File: config.mk
export PLATFORM = sky130hd
export DESIGN_NAME = axi_write_slave
export DESIGN_NICKNAME = d
export VERILOG_FILES = /design/src/rtl/axi_write_slave.sv
export SDC_FILE = /design/constraint.sdc
export NUM_CORES = 1
export LEC_CHECK = 0
export BUFFER_PORTS_ARGS = -buffer_cell sky130_fd_sc_hd__buf_4
export CAP_MARGIN = 30
export CORE_AREA = 2 2 138 174
export DETAILED_ROUTE_END_ITERATION = 10
export DIE_AREA = 0 0 140 176
export PLACE_DENSITY = 0.8
export SYNTH_ARGS = -nofsm -noshare
export SYNTH_HDL_FRONTEND = slang
export SYNTH_SLANG_ARGS = --single-unit
export TNS_END_PERCENT = 30
File: constraint.sdc
create_clock -name clk -period 1.94 [get_ports clk]
set_input_delay 0.485 -clock clk [delete_from_list [all_inputs] [get_ports clk]]
set_output_delay 0.485 -clock clk [all_outputs]
set_load 0.02 [all_outputs]
File: src/rtl/axi_write_slave.sv
// AXI4 INCR write slave: one outstanding burst, beats forwarded to a registered memory write port.
// Optional feature macro: AXI_WSLV_RANGE_CHECK_EN (reject beats that fall outside MEM_BYTES).
module axi_write_slave #(
  parameter int unsigned ADDR_WIDTH = 32,
  parameter int unsigned DATA_WIDTH = 128,
  parameter int unsigned MEM_BYTES  = 65536
) (
  input  logic                      clk,
  input  logic                      rst_n,
  input  logic                      axi_awvalid,
  output logic                      axi_awready,
  input  logic [ADDR_WIDTH-1:0]     axi_awaddr,
  input  logic [7:0]                axi_awlen,
  input  logic                      axi_wvalid,
  output logic                      axi_wready,
  input  logic [DATA_WIDTH-1:0]     axi_wdata,
  input  logic [DATA_WIDTH/8-1:0]   axi_wstrb,
  input  logic                      axi_wlast,
  output logic                      axi_bvalid,
  input  logic                      axi_bready,
  output logic [1:0]                axi_bresp,
  output logic                      mem_we,
  output logic [ADDR_WIDTH-1:0]     mem_addr,
  output logic [DATA_WIDTH-1:0]     mem_wdata,
  output logic [DATA_WIDTH/8-1:0]   mem_wstrb
);

  localparam int unsigned STRB_W = DATA_WIDTH / 8;
  localparam int unsigned EXT_W  = ADDR_WIDTH + 1;

  typedef enum logic [1:0] {IDLE, DATA, RESP} state_t;

  state_t                r_state;
  state_t                w_state_nxt;
  logic [ADDR_WIDTH-1:0] r_addr;
  logic [7:0]            r_cnt;
  logic                  r_err;
  logic                  w_aw_hs;
  logic                  w_w_hs;
  logic                  w_b_hs;
  logic                  w_final;
  logic                  w_last_err;
  logic                  w_range_err;

  assign w_aw_hs    = axi_awvalid & axi_awready;
  assign w_w_hs     = axi_wvalid & axi_wready;
  assign w_b_hs     = axi_bvalid & axi_bready;
  assign w_final    = (r_cnt == 8'd0);
  assign w_last_err = axi_wlast ^ w_final;

`ifdef AXI_WSLV_RANGE_CHECK_EN
  // Beat end computed one bit wider so addresses near 2^ADDR_WIDTH cannot wrap into range.
  logic [EXT_W-1:0] w_beat_end;
  assign w_beat_end  = {1'b0, r_addr} + EXT_W'(STRB_W);
  assign w_range_err = (w_beat_end > EXT_W'(MEM_BYTES));
`else
  logic [31:0] w_unused_mem_bytes;
  assign w_unused_mem_bytes = 32'(MEM_BYTES);
  assign w_range_err        = 1'b0;
`endif

  // State register
  always_ff @(posedge clk or negedge rst_n) begin
    if (!rst_n) r_state <= IDLE;
    else        r_state <= w_state_nxt;
  end

  // Next-state logic; the final beat ends the burst whatever wlast says
  always_comb begin
    w_state_nxt = r_state;
    case (r_state)
      IDLE:    if (w_aw_hs)           w_state_nxt = DATA;
      DATA:    if (w_w_hs && w_final) w_state_nxt = RESP;
      RESP:    if (w_b_hs)            w_state_nxt = IDLE;
      default:                        w_state_nxt = IDLE;
    endcase
  end

  // Channel ready/valid flops mirror the state being entered
  always_ff @(posedge clk or negedge rst_n) begin
    if (!rst_n) begin
      axi_awready <= 1'b1;
      axi_wready  <= 1'b0;
      axi_bvalid  <= 1'b0;
      axi_bresp   <= 2'b00;
    end else begin
      axi_awready <= (w_state_nxt == IDLE);
      axi_wready  <= (w_state_nxt == DATA);
      axi_bvalid  <= (w_state_nxt == RESP);
      if (w_w_hs && w_final)
        axi_bresp <= (r_err | w_last_err | w_range_err) ? 2'b10 : 2'b00;
      else if (w_b_hs)
        axi_bresp <= 2'b00;
    end
  end

  // Burst tracking: beat address, remaining-beat counter, sticky error
  always_ff @(posedge clk or negedge rst_n) begin
    if (!rst_n) begin
      r_addr <= '0;
      r_cnt  <= 8'd0;
      r_err  <= 1'b0;
    end else if (w_aw_hs) begin
      r_addr <= axi_awaddr;
      r_cnt  <= axi_awlen;
      r_err  <= 1'b0;
    end else if (w_w_hs) begin
      r_addr <= r_addr + ADDR_WIDTH'(STRB_W);
      r_cnt  <= r_cnt - 8'd1;
      if (w_last_err || w_range_err) r_err <= 1'b1;
    end
  end

  // Memory write port, one cycle behind the W handshake
  always_ff @(posedge clk or negedge rst_n) begin
    if (!rst_n) begin
      mem_we    <= 1'b0;
      mem_addr  <= '0;
      mem_wdata <= '0;
      mem_wstrb <= '0;
    end else begin
      mem_we <= w_w_hs & ~w_range_err;
      if (w_w_hs) begin
        mem_addr  <= r_addr;
        mem_wdata <= axi_wdata;
        mem_wstrb <= axi_wstrb;
      end
    end
  end

endmodule
==> summary.txt <==
Global route
  – Total GRT Usage: 21.2%
  – Largest net degree at the start of global routing: 129
  – Overflow after GRT: 0
  – Global-route wire length before repair: 42500 um
  – Vias in the first global route: 8467
  – Number of antenna violations at the first check in global routing: 0

Clock network
  – Latest clock arrival within the worst-skew pair: 0.50 ns
  – Cts bufs inserted: 23
  – CTS tree: done
  – CTS Root Cell: clkbuf_16
  – Clock Tree Buf Depth: 3
  – Reg clk slew, reported paths: 0.07 ns
  – Clock sink total: 224
  – Htree depth: 1

Run
  – Max Cap Viol: 0

Floorplan
  – Die Y: 176 um
  – Starting density of the core: 39.5%
  – IO Count: 372
  – Core area: 22900 um^2
  – Die width: 140 um
  – Die ar.: 24600 um^2
  – Site Rows: 62

Route
  – Routed vias/inst: 4.86
  – Final Routed Wirelength: 27000 um
  – Routed Antenna Nets: 0
  – Initial DRC Count: 563
  – Via count: 8375
  – Routed length per instance: 15.7 um
  – Iteration count of the initial detailed-routing pass: 10
  – DR DRC count: 16

Synthesis
  – Largest family of logic cells by synthesized area: simple AND/OR/NAND/NOR gates
  – Xor and xnor fraction of the mapped netlist area: 1.45%
  – Yosys reg bits: 224
  – Post-synthesis sequential area ratio: 62.0%
  – Post-Syn Area per Cell: 8.80 um^2
  – Number of flops mapped to enable cells by yosys: 0
  – Post-synthesis mux area share: 0%
  – Simple-Gate Fraction of Synth Area: 29.1%
  – Syn Nets: 1220
  – Syn Inst Count: 1028
  – Synth unique cells: 36
  – Synth Area in Compound Gates: 4.41%
  – Yosys warnings: 0
  – Async SR Flop Fraction: 100%
  – Mapped Area: 9040 um^2
  – Synth Flop Type: dfrtp_1
  – Adder-cell area share of the yosys netlist: 0.277%

Critical path
  – Worst path top cell family by delay: simple AND/OR/NAND/NOR gates
  – Startpoint Class: flip-flop
  – Worst path slowest cell: or4_4
  – Crit. End Element: flip-flop
  – Crit-path cells: nand4_4, buf_4, or4_4, or4_1, a31oi_1
  – Crit Path Category: reg -> reg
  – CP Buf/Inv Count: 1
  – WP data arrival: 2.40 ns
  – Required @ worst endpoint: 2.36 ns
  – Critical Path Max Stage Delay: 0.55 ns
  – CP Max Fanout: 9

Pwr
  – VDD IR-drop max: 821 uV
  – Ratio of total power to cell area: 1600 nW/um^2
  – Leak: 7.10 nW
  – Tot Pwr: 0.0213 W
  – Clock power share: 22.1%
  – Sequential Power Share: 36.5%
  – Int Pwr: 0.0131 W
  – Switching power: 0.00824 W
  – Gate power share: 41.4%
  – Sw Share: 38.7%

Timing
  – Period minus WS final: 1.97 ns
  – Final Hold Fails: 0
  – Rel. slew slack: 58.9%
  – Maximum clock rate: 0.507 GHz
  – Finish-stage setup viols: 2
  – Clock Skew: 0.0108 ns
  – Period utilisation layout: 102%
  – Final WS setup: -0.0323 ns
  – Setup TNS: -0.0637 ns
  – Slew Limit Fails: 0
  – RSZ-0062 raised after global routing: yes
  – Slew @ Worst Pin: 0.616 ns

Placement
  – Gpl congestion: 0.855
  – IO Port Bufs: 370
  – Final HPWL DP: 19200 um
  – DP Area: 12400 um^2

Finish
  – Register cell area after layout: 5610 um^2
  – Commonest non-fill, non-tap cell in the layout: nand2_1
  – Share of layout cells above drive strength 1: 33.0%
  – Nets: 1611
  – Multi-input logic area: 3240 um^2
  – Design area: 13300 um^2
  – Commonest non-fill, non-tap cells in the layout: 565 x nand2_1, 408 x buf_4, 223 x dfrtp_1, 30 x nor2_1, 30 x o21ai_0
  – Fillers: 1947
  – Syn-to-layout area delta: 47.2%
  – Diodes inserted: 0

Run status
  – Outcome: finished with violations
  – Violated checks: DRC, setup timing

Min path
  – Hold crit path type: in -> reg
## final cells by class
cell class,count,area share [%]
inverters,6,0.207
repair buffers,421,24.6
flip-flops and latches,224,42.1
clock inverters,12,1.25
multi-input cells,743,24.3
well taps,288,2.71
clock buffers,29,4.79
## registers in the layout (all words and copies together) (netlist names)
signal / flops
mem_wdata: 128
r_err: 1
r_addr: 32
mem_wstrb: 16
mem_addr: 32
r_cnt: 8
mem_we: 1
r_state: 2
axi_bresp: 1
axi_awready: 1
axi_wready: 1
axi_bvalid: 1
## kinds of logic (layout without fill, tap and decap cells)
group / after synthesis / count (layout)
fa+ha+maj: 2 / 2
simple gates: 658 / 658
buf+inv: 61 / 468
xor+xnor: 15 / 15
flops: 224 / 224
compound gates: 67 / 67
other cells: 1 / 1
## routing by layer
metal	vias up	wire, um	GRT usage (%)
li1	4024	-	-
met1	3946	10300	26.2
met2	333	13500	35.9
met3	72	2080	4.99
met4	0	1170	8.96
met5	-	0	0
## per-stage QoR
| step | util [%] | setup slack, ns | hold slack (ns) | cells |
|---|---|---|---|---|
| after floorplan | - | -0.0371 | 0.189 | 1028 |
| after global placement | 54.3 | -0.161 | 0.425 | 1675 |
| after detailed placement | 54.3 | -0.191 | 0.432 | 1675 |
| after CTS | 57.9 | -0.0276 | 0.148 | 1719 |
| after global routing | 58.2 | -0.118 | 0.156 | 1723 |
| final | 58.2 | -0.0323 | 0.170 | 1723 |
## synthesized netlist by cell type, types with 3 or more instances
cell type  count  share of area (%)
xnor2_1        9               0.87
xor2_1         6               0.58
nor2_1        30                1.2
nand4_1        5               0.35
a21oi_1        3               0.17
inv_1          6               0.25
or4_1         13                1.1
or3_1         10               0.69
dfrtp_1      223                 62
nor4_1         3               0.21
clkbuf_1      48                2.0
nand3_1       15               0.83
buf_1          3               0.12
nand2_1      566                 23
nor3_1         6               0.33
o21ai_0       30                1.7
o31ai_1       11               0.91
a31oi_1       20                1.4
## power groups by stage
stage                     clock, W  combinational (W)  sequential, W
final                      0.00470            0.00881        0.00778
after global routing       0.00502            0.00961        0.00802
after CTS                  0.00480            0.00886        0.00776
after detailed placement         0            0.00882        0.00780
after global placement           0            0.00863        0.00773
after floorplan                  0            0.00276        0.00956
## worst paths after layout
kind | from | end | slack, ns | cells past startpoint
max | r_addr[9] | r_addr[30] | -0.03 | 5
min | axi_awaddr[0] | r_addr[0] | 0.17 | 3
max reg2reg | r_addr[9] | r_addr[30] | -0.03 | 5
min reg2reg | mem_wdata[95] | mem_wdata[95] | 0.47 | 2
max in group asynchronous | rst_n | axi_awready | 0.76 | 3
min in group asynchronous | rst_n | mem_wdata[35] | 0.52 | 2
## worst reg2reg max path: cells and delay by family (launching register included)
kind | cells | cell delay (ns)
DFF | 1 | 0.39
AOI/OAI and AO/OA | 1 | 0.18
buffers and inverters | 1 | 0.17
and+or+nand+nor | 3 | 1.16
## timing repair
action / CTS / global route
resized for setup: 1 / 7
pin swaps: 3 / 6
setup buffers: 2 / 4
hold endpoints to repair: 38 / 0
setup endpoints to repair: 4 / 7
hold buffers: 1 / 0
Note: power is estimated with default switching activity, not from simulation.
